### src/rtl/mtm_alu_packet_rx.sv
// Serial packet receiver for the MTM ALU core: deserialises framed bytes into
// operands B and A plus an opcode, checks framing, frame count and CRC-4.
module mtm_alu_packet_rx #(
    parameter int WORD_BYTES = 4,
    parameter int BIT_CLKS   = 1,
    parameter int CRC_EN     = 1
) (
    input  logic                      clk,
    input  logic                      rst,
    input  logic                      sin,
    output logic [8*WORD_BYTES-1:0]   a,
    output logic [8*WORD_BYTES-1:0]   b,
    output logic [2:0]                op,
    output logic                      pkt_valid,
    output logic                      err_valid,
    output logic [1:0]                err_code
);

    localparam int W      = 8 * WORD_BYTES;
    localparam int NBYTES = 2 * WORD_BYTES;
    localparam int HALF   = BIT_CLKS / 2;
    localparam int CW     = (BIT_CLKS > 1) ? $clog2(BIT_CLKS) : 1;
    localparam int BCW    = $clog2(NBYTES + 1);

    localparam logic [CW-1:0]  TICK_LOAD = CW'(BIT_CLKS - 1);
    localparam logic [CW-1:0]  HALF_LOAD = CW'((HALF > 0) ? HALF - 1 : 0);
    localparam logic [BCW-1:0] FULL      = BCW'(NBYTES);

    typedef enum logic [1:0] {IDLE, START, BITS, STOP} state_t;

    state_t          state, state_nxt;
    logic [CW-1:0]   tick_cnt, tick_cnt_nxt;
    logic [3:0]      bit_idx, bit_idx_nxt;
    logic [8:0]      shreg, shreg_nxt;
    logic            stop_bit, stop_bit_nxt;
    logic            frame_done, frame_done_nxt;

    logic [BCW-1:0]  byte_cnt;
    logic [2*W-1:0]  operands;
    logic [3:0]      crc_calc;

    // CRC-4 over x^4+x+1, MSB first, starting from zero.
    function automatic logic [3:0] crc4(input logic [2*W+3:0] msg);
        logic [3:0] c;
        logic       fb;
        c = 4'b0000;
        for (int i = 2*W+3; i >= 0; i--) begin
            fb = c[3] ^ msg[i];
            c  = {c[2:0], 1'b0} ^ (fb ? 4'b0011 : 4'b0000);
        end
        return c;
    endfunction

    always_ff @(posedge clk) begin
        if (rst) begin
            state      <= IDLE;
            tick_cnt   <= '0;
            bit_idx    <= '0;
            shreg      <= '0;
            stop_bit   <= 1'b0;
            frame_done <= 1'b0;
        end else begin
            state      <= state_nxt;
            tick_cnt   <= tick_cnt_nxt;
            bit_idx    <= bit_idx_nxt;
            shreg      <= shreg_nxt;
            stop_bit   <= stop_bit_nxt;
            frame_done <= frame_done_nxt;
        end
    end

    // Bit-level FSM: with one clock per bit the start bit is confirmed by the
    // very sample that detected it, so START is skipped.
    always_comb begin
        state_nxt      = state;
        tick_cnt_nxt   = tick_cnt;
        bit_idx_nxt    = bit_idx;
        shreg_nxt      = shreg;
        stop_bit_nxt   = stop_bit;
        frame_done_nxt = 1'b0;
        case (state)
            IDLE: begin
                if (!sin) begin
                    if (HALF == 0) begin
                        state_nxt    = BITS;
                        tick_cnt_nxt = TICK_LOAD;
                        bit_idx_nxt  = '0;
                    end else begin
                        state_nxt    = START;
                        tick_cnt_nxt = HALF_LOAD;
                    end
                end
            end
            START: begin
                if (tick_cnt != '0) begin
                    tick_cnt_nxt = tick_cnt - 1'b1;
                end else if (sin) begin
                    state_nxt = IDLE;
                end else begin
                    state_nxt    = BITS;
                    tick_cnt_nxt = TICK_LOAD;
                    bit_idx_nxt  = '0;
                end
            end
            BITS: begin
                if (tick_cnt != '0) begin
                    tick_cnt_nxt = tick_cnt - 1'b1;
                end else begin
                    shreg_nxt    = {shreg[7:0], sin};
                    tick_cnt_nxt = TICK_LOAD;
                    if (bit_idx == 4'd8) begin
                        state_nxt = STOP;
                    end else begin
                        bit_idx_nxt = bit_idx + 1'b1;
                    end
                end
            end
            STOP: begin
                if (tick_cnt != '0) begin
                    tick_cnt_nxt = tick_cnt - 1'b1;
                end else begin
                    stop_bit_nxt   = sin;
                    frame_done_nxt = 1'b1;
                    state_nxt      = IDLE;
                end
            end
            default: state_nxt = IDLE;
        endcase
    end

    assign crc_calc = crc4({operands, 1'b1, shreg[6:4]});

    // Packet assembly runs one clock behind the stop sample; shreg is stable
    // here because the next frame cannot sample its flag bit yet.
    always_ff @(posedge clk) begin
        if (rst) begin
            a         <= '0;
            b         <= '0;
            op        <= '0;
            pkt_valid <= 1'b0;
            err_valid <= 1'b0;
            err_code  <= 2'b00;
            byte_cnt  <= '0;
            operands  <= '0;
        end else begin
            pkt_valid <= 1'b0;
            err_valid <= 1'b0;
            if (frame_done) begin
                if (!stop_bit) begin
                    err_valid <= 1'b1;
                    err_code  <= 2'b01;
                    byte_cnt  <= '0;
                end else if (!shreg[8]) begin
                    if (byte_cnt == FULL) begin
                        err_valid <= 1'b1;
                        err_code  <= 2'b01;
                        byte_cnt  <= '0;
                    end else begin
                        operands <= {operands[2*W-9:0], shreg[7:0]};
                        byte_cnt <= byte_cnt + 1'b1;
                    end
                end else begin
                    byte_cnt <= '0;
                    if (byte_cnt != FULL) begin
                        err_valid <= 1'b1;
                        err_code  <= 2'b01;
                    end else if ((CRC_EN != 0) && (crc_calc != shreg[3:0])) begin
                        err_valid <= 1'b1;
                        err_code  <= 2'b10;
                    end else begin
                        b         <= operands[2*W-1:W];
                        a         <= operands[W-1:0];
                        op        <= shreg[6:4];
                        pkt_valid <= 1'b1;
                    end
                end
            end
        end
    end

endmodule

### config.mk
export PLATFORM = sky130hd
export DESIGN_NAME = mtm_alu_packet_rx
export DESIGN_NICKNAME = d
export VERILOG_FILES = /design/src/rtl/mtm_alu_packet_rx.sv
export SDC_FILE = /design/constraint.sdc
export NUM_CORES = 1
export LEC_CHECK = 0
export CAP_MARGIN = 20
export CORE_UTILIZATION = 35
export CTS_CLUSTER_SIZE = 40
export DETAILED_ROUTE_END_ITERATION = 8
export PLACE_DENSITY = 0.63
export SETUP_SLACK_MARGIN = 0.4
export SYNTH_ARGS = -nofsm -noshare
export SYNTH_HDL_FRONTEND = slang
export SYNTH_SLANG_ARGS = --single-unit
### constraint.sdc
create_clock -name clk -period 9.97 [get_ports clk]
set_clock_uncertainty 0.1 [all_clocks]
set_input_delay 1.4955 -clock clk [delete_from_list [all_inputs] [get_ports clk]]
set_output_delay 1.4955 -clock clk [all_outputs]
set_load 0.005 [all_outputs]
==> impl_metrics.csv, run 1 <==
group,metric,value,unit
clocking,clock_path_buffers,2,
floorplanning,floorplan.die.width,141.1,um
worst_setup_path,worst-path-buf-inv,1,
synth,syn_area,6773,um^2
layout,multi_input_comb_area,3447,um^2
placement,dp.cells,1014,
routing,post-route-drc-count,0,
timing,period_needed,3789,ps
synth,yosys.area.top_type_share,46.11,%
worst_setup_path,critPathSlowestCell,"buf_4",
worst_setup_path,max_stage_delay,500,ps
floorplanning,initial_core_utilization,35.97,%
worst_setup_path,cp_data_required_time,10130,ps
outcome,status,"complete, no violations",
clocking,number_of_gates_given_a_new_drive_strength_after_cts,0,
synth,post_synth_main_area_contributors,"dfxtp_1 (46%), mux2i_1 (9.9%), nand2_1 (8.4%), xnor3_1 (7.6%), xnor2_1 (6.5%)",
run,cap_violations,0,
synth,synth_largest_area_cell,"dfxtp_1",
synth,synth_compound_area_share,7.131,%
layout,utilization,44.22,%
synth,post_synth_xor_area_fraction,17.94,%
floorplanning,core_area,18830,um^2
global_route,via_count_of_the_first_global_routing_pass,4511,
layout,fillerInstances,1831,
clocking,postCtsSetupBuffers,0,
timing,timing.slew.headroom,32.65,%
layout,seqCellArea,3123,um^2
synth,synth.avg_cell_area,9.446,um^2
timing,hold_violations,0,
synth,synthesis.instances,717,
layout,layout-drive-gt1-share,5.725,%
floorplanning,floorplan.die.height,141.1,um
synth,yosysWarningCount,0,
worst_hold_path,worst_hold_path_type,"register to register",
pwr,power_frac_seq,46.6,%
worst_setup_path,critical_path.startpoint_type,"register",
timing,final-setup-viol-count,0,
timing,fin_ws,6181,ps
worst_setup_path,critPathKind,"register to register",
synth,yosys.area_share.adder,0.7390,%
synth,synth.most_common_cell,"dfxtp_1",
placement,dp_worst_setup_slack,6211,ps
worst_setup_path,r2r_setup_slack,6180,ps
synth,ys_ff_latch,156,
global_route,pin_count_of_the_biggest_net_entering_global_routing,89,
pwr,comb_power_share,1.5,%
worst_setup_path,critical_path.top_delay_family,"XOR/XNOR gates",
placement,port_buffers,73,
worst_setup_path,path_common_cell,"xnor3_1",
placement,dp_hpwl,9.892,mm
synth,synth_simple_gate_area_share,14.80,%
pwr,internal_power,1.062,mW
clocking,ctsHoldBuffers,0,
pwr,switching_share,20.82,%
worst_setup_path,path_max_fanout,32,
routing,route.final.wire_length,14.96,mm
synth,syn_nets,724,
clocking,clock_transition_time_at_the_flip_flop_clock_pins_of_the_worst_setup_and_hold_paths,60,ps
clocking,ctsHtreeMaxLevel,4,
routing,antenna_violating_nets_post_route,0,
floorplanning,area_enclosed_by_the_die_boundary,19910,um^2
worst_setup_path,arrival,3950,ps
global_route,first_pass_grt_wire_length,24.41,mm
layout,finish.net_count,780,
synth,muxShareOfSynthArea,10.07,%
global_route,grt_antenna_before_repair,0,
clocking,clock_latency_of_the_later_clocked_register_in_the_worst_skew_pair,430,ps
synth,synthDistinctLibCells,36,
worst_setup_path,setup.worst_path.end_class,"register",
synth,synth_top_family_by_area,"XOR/XNOR gates",
synth,synth.yosys.seq_area_share,46.11,%
clocking,tritoncts_clock_tree,"built",
timing,fin_crit_sh,38.00,%
timing,hold_ws,370.5,ps
timing,maxClockFrequency,0.2639,GHz
synth,synth_top_flop_cell,"dfxtp_1",
pwr,powerDensity,161.1,nW/um^2
timing,total_negative_slack_for_setup_checks,0,ps
timing,unrepaired_setup_endpoints_after_global_routing,"no",
clocking,numClockSinks,156,
synth,leading_post_synthesis_cells_by_instance_count,"dfxtp_1 (156), nand2_1 (152), a21oi_1 (77)",
routing,avgRoutedWirePerCell,14.30,um
routing,detail_route.vias_per_cell,4.641,
pwr,leakage,3.528,nW
layout,number_of_inserted_diodes,0,
placement,gp_routability_congestion,0.7352,
synth,synth-async-reset-ratio,0,%
routing,drt-pass1-iter-count,6,
routing,vias,4854,
pwr,worst_ir_drop_vdd,126.9,uV
routing,detailedRoute.firstIterationViolations,353,
layout,final_cells,1046,
floorplanning,io_pins,74,
timing,worst_slew_pin_slew,1008,ps
pwr,power.clock.fraction,51.9,%
floorplanning,row_count,50,
global_route,grt.overflow.total,0,
worst_setup_path,crit_chain,"xor2_1 -> xnor3_1 -> xnor3_1 -> xnor3_2 -> xnor3_1 -> nand2b_1 -> a21oi_1 -> o2111ai_4 -> buf_4 -> mux2i_1 -> nor2_1",
timing,finalMaxSlewViolations,0,
clocking,cts_inserted_buffers,17,
pwr,p_switching,279.3,uW
layout,area_growth,22.94,%
clocking,cts_root_buf,"clkbuf_16",
synth,number_of_enable_type_register_cells_in_the_synthesized_netlist,0,
global_route,grt_usage,15.85,%
[through the flow]
| stage | power (mW) | cell area (um^2) |
|---|---|---|
| floorplan | 0.6548 | 6773 |
| global placement | 0.6593 | 7684 |
| detailed placement | 0.6591 | 7684 |
| CTS | 1.354 | 8327 |
| global route | 1.384 | 8327 |
| finish | 1.341 | 8327 |
[path summary, 6_finish.rpt]
path / endpoint / start / cells past startpoint
worst max-delay path: a[15]$_SDFFE_PP0P_ / operands[19]$_SDFFE_PP0P_ / 11
worst min-delay path: stop_bit$_SDFFE_PP0N_ / stop_bit$_SDFFE_PP0N_ / 2
worst max register to register: a[15]$_SDFFE_PP0P_ / operands[19]$_SDFFE_PP0P_ / 11
worst min register to register: stop_bit$_SDFFE_PP0N_ / stop_bit$_SDFFE_PP0N_ / 2
[routing by layer]
layer	track usage, %	wire (um)	part of all wire (%)
met5	0	0	0
met4	5.835	210	1.4
met3	3.533	544	3.6
met2	24.18	6904	46
met1	21.83	7304	49
[cell type report]
class | instances | share of cell area [%]
multi-input combinational | 514 | 41.40
timing repair buffer | 78 | 9.196
clock inverter | 13 | 2.284
inverter | 6 | 0.2705
sequential | 156 | 37.51
clock buffer | 19 | 5.440
tap | 260 | 3.907
[registers in the layout, indices dropped and copies added, names as in the netlist]
register    count
pkt_valid       1
stop_bit        1
frame_done      1
err_code        2
byte_cnt        4
shreg           9
err_valid       1
bit_idx         4
a              32
b              32
op              3
state           2
operands       64
[worst min-delay path, cell delays in order (launching register included)]
cell	delay, ps
dfxtp_1	310
nand2_1	50
a21oi_1	50
[kinds of logic after synthesis]
kind of cell | Yosys count
xor+xnor | 100
simple gates | 253
flops | 156
buf+inv | 47
compound gates | 89
mux | 68
fa+ha+maj | 4
[power groups by stage]
stage                     Clock [mW]  Sequential, mW  Combinational (mW)
after floorplan                    0           0.639              0.0156
after global placement             0           0.640              0.0197
after detailed placement           0           0.640              0.0196
after CTS                      0.709           0.626              0.0196
after global routing           0.737           0.625              0.0215
final                          0.696           0.626              0.0195
[cells in the final DEF (no fill, tap or decap), types with 5 or more instances in the layout]
cell type | synthesis | layout
buf_4 | 3 | 6
mux2i_1 | 67 | 67
nand2_1 | 152 | 151
clkbuf_16 | 0 | 17
nand3_1 | 7 | 7
xnor3_1 | 23 | 23
inv_1 | 6 | 6
nand2b_1 | 5 | 5
nor3_1 | 6 | 6
xor2_1 | 25 | 25
a21oi_1 | 77 | 77
dfxtp_1 | 156 | 156
nor2_1 | 75 | 75
clkdlybuf4s50_1 | 0 | 72
xnor2_1 | 50 | 50
Power figures use the tool's default switching activity.
==> inputs of run 2 (changes only) <==
==> constraint.sdc (replaced) <==
create_clock -name clk -period 3.7 [get_ports clk]
set_clock_uncertainty 0.1 [all_clocks]
set_input_delay 0.555 -clock clk [delete_from_list [all_inputs] [get_ports clk]]
set_output_delay 0.555 -clock clk [all_outputs]
set_load 0.005 [all_outputs]
==> impl_metrics.csv, run 2 (synthesis results as in run 1) <==
group,metric,value,unit
pwr,power.clock.fraction,50.4,%
global_route,grt_antenna_before_repair,0,
global_route,first_pass_grt_wire_length,26.82,mm
run,cap_violations,0,
timing,period_needed,3497,ps
worst_setup_path,cp_data_required_time,3900,ps
floorplanning,io_pins,74,
worst_setup_path,arrival,3690,ps
floorplanning,floorplan.die.width,141.1,um
routing,route.final.wire_length,17.06,mm
global_route,grt-busiest-layer,"met2",
layout,area_growth,34.84,%
clocking,cts_inserted_buffers,17,
worst_setup_path,critical_path.startpoint_type,"register",
timing,unrepaired_setup_endpoints_after_global_routing,"yes",
routing,vias,5082,
placement,gp_routability_congestion,0.7489,
global_route,groute.layer.met2.usage,28.19,%
layout,layout.cells.most_common_list,"nand2_1 (151), dfxtp_1 (133), a21oi_1 (76)",
clocking,numClockSinks,156,
worst_hold_path,worst_hold_path_type,"register to register",
worst_setup_path,max_stage_delay,450,ps
floorplanning,floorplan.die.height,141.1,um
worst_setup_path,critPathKind,"register to register",
timing,worst_slew_pin_slew,961.9,ps
timing,total_negative_slack_for_setup_checks,0,ps
pwr,internal_power,2.764,mW
layout,number_of_inserted_diodes,0,
pwr,worst_ir_drop_vdd,324.5,uV
layout,largest_register_ff_count,64,
layout,top_register,"operands",
floorplanning,row_count,50,
floorplanning,core_area,18830,um^2
routing,post-route-drc-count,0,
worst_setup_path,crit_chain,"xnor2_2 -> xnor3_2 -> buf_4 -> xnor3_1 -> xnor3_1 -> xnor3_2 -> nand2b_4 -> a21oi_4 -> o2111ai_4 -> buf_12 -> buf_16 -> mux2i_2 -> nor2_1",
clocking,clock_latency_of_the_later_clocked_register_in_the_worst_skew_pair,430,ps
global_route,grt_use_met3,4.008,%
global_route,grt_usage,17.56,%
global_route,via_count_of_the_first_global_routing_pass,4897,
timing,hold_ws,374.1,ps
timing,timing.slew.headroom,35.74,%
timing,fin_crit_sh,94.51,%
pwr,power_frac_seq,47.9,%
placement,port_buffers,73,
pwr,powerDensity,384.1,nW/um^2
layout,fillerInstances,1722,
layout,layout_top_registers,"operands (64), a (32), b (32)",
layout,most_common_cell_after_layout_fill_and_taps_aside,"nand2_1",
worst_setup_path,setup.worst_path.end_class,"register",
pwr,p_switching,744.5,uW
layout,finish.net_count,825,
routing,drt-pass1-iter-count,4,
floorplanning,area_enclosed_by_the_die_boundary,19910,um^2
clocking,ctsHtreeMaxLevel,4,
layout,layout-drive-gt1-share,17.25,%
timing,hold_violations,0,
timing,maxClockFrequency,0.2860,GHz
global_route,groute.layer.met1.usage,23.41,%
pwr,leakage,3.894,nW
worst_setup_path,path_max_fanout,9,
outcome,status,"complete, no violations",
global_route,grt.overflow.total,0,
floorplanning,initial_core_utilization,35.97,%
routing,detailedRoute.firstIterationViolations,346,
pwr,comb_power_share,1.7,%
routing,detail_route.vias_per_cell,4.667,
clocking,clock_transition_time_at_the_flip_flop_clock_pins_of_the_worst_setup_and_hold_paths,60,ps
clocking,clock_path_buffers,2,
clocking,tritoncts_clock_tree,"built",
worst_setup_path,critPathSlowestCell,"xnor3_2",
timing,final-setup-viol-count,0,
placement,dp_hpwl,10.58,mm
clocking,cts_root_buf,"clkbuf_16",
clocking,ctsHoldBuffers,0,
routing,antenna_violating_nets_post_route,0,
timing,finalMaxSlewViolations,0,
routing,avgRoutedWirePerCell,15.67,um
pwr,switching_share,21.22,%
global_route,pin_count_of_the_biggest_net_entering_global_routing,82,
## run 2: changes by cell type in the layout (fill, tap and decap cells not counted), moves of 7 or more
cell | previous run | this run
dfxtp_1 | 156 | 133
xnor2_2 | 1 | 13
buf_4 | 6 | 37
xor2_1 | 25 | 18
xnor2_1 | 50 | 37
dfxtp_4 | 0 | 8
dfxtp_2 | 0 | 15
## run 2: worst paths after layout
| check | to | slack (ps) | cells past startpoint | startpoint |
|---|---|---|---|---|
| max reg2reg | b[10]$_SDFFE_PP0P_ | 200 | 13 | operands[63]$_SDFFE_PP0P_ |
| min | operands[7]$_SDFFE_PP0P_ | 370 | 2 | shreg[7]$_SDFFE_PP0P_ |
| min reg2reg | operands[7]$_SDFFE_PP0P_ | 370 | 2 | shreg[7]$_SDFFE_PP0P_ |
| max | b[10]$_SDFFE_PP0P_ | 200 | 13 | operands[63]$_SDFFE_PP0P_ |
## run 2: worst max-delay path, delay by kind of cell, from the launching register on
family                    cells  cell delay (ps)
and+or+nand+nor               2              210
buffers and inverters         3              520
xor gates and xnor gates      5             1660
AOI/OAI and AO/OA             2              330
muxes                         1              180
DFF                           1              360
## run 2: stage by stage
| stage | setup slack (ps) | power, mW | instances | util [%] | instance area, um^2 |
|---|---|---|---|---|---|
| after floorplan | 432.0 | 1.764 | 717 | - | 6793 |
| after global placement | 160.0 | 1.779 | 1028 | 41.73 | 7859 |
| after detailed placement | 118.2 | 1.780 | 1028 | 41.73 | 7859 |
| after CTS | 265.2 | 3.533 | 1075 | 46.94 | 8840 |
| after global routing | 86.93 | 3.613 | 1089 | 48.50 | 9133 |
| final | 203.0 | 3.508 | 1089 | 48.50 | 9133 |
## run 2: power groups by stage
| stage | sequential (mW) | clock [mW] | combinational (mW) |
|---|---|---|---|
| 2_1_floorplan | 1.72 | 0 | 0.0422 |
| 3_3_place_gp | 1.72 | 0 | 0.0561 |
| 3_5_place_dp | 1.72 | 0 | 0.0565 |
| 4_1_cts | 1.68 | 1.79 | 0.0584 |
| 5_1_grt | 1.68 | 1.87 | 0.0643 |
| 6_report | 1.68 | 1.77 | 0.0589 |
## run 2: metal layers
layer	routed length (um)	vias to the layer above
met5	0	-
met4	219	0
met3	561	17
met2	8261	81
met1	8022	2435
li1	-	2549
## run 2: final cells by class
type                            count  area (um^2)  area share, %
Timing Repair Buffer              123         1316          14.41
Tap cell                          260        325.3          3.562
Clock inverter                     10        142.6          1.562
Clock buffer                       20        446.7          4.891
Inverter                            6        22.52         0.2466
Multi-Input combinational cell    514         3707          40.59
Sequential cell                   156         3172          34.73
## run 2: repair_timing
item / CTS / global route
setup endpoints to repair: 69 / 71
pin swaps: 25 / 11
cloned: 4 / 2
gates resized for setup: 47 / 28
setup buffers: 13 / 12
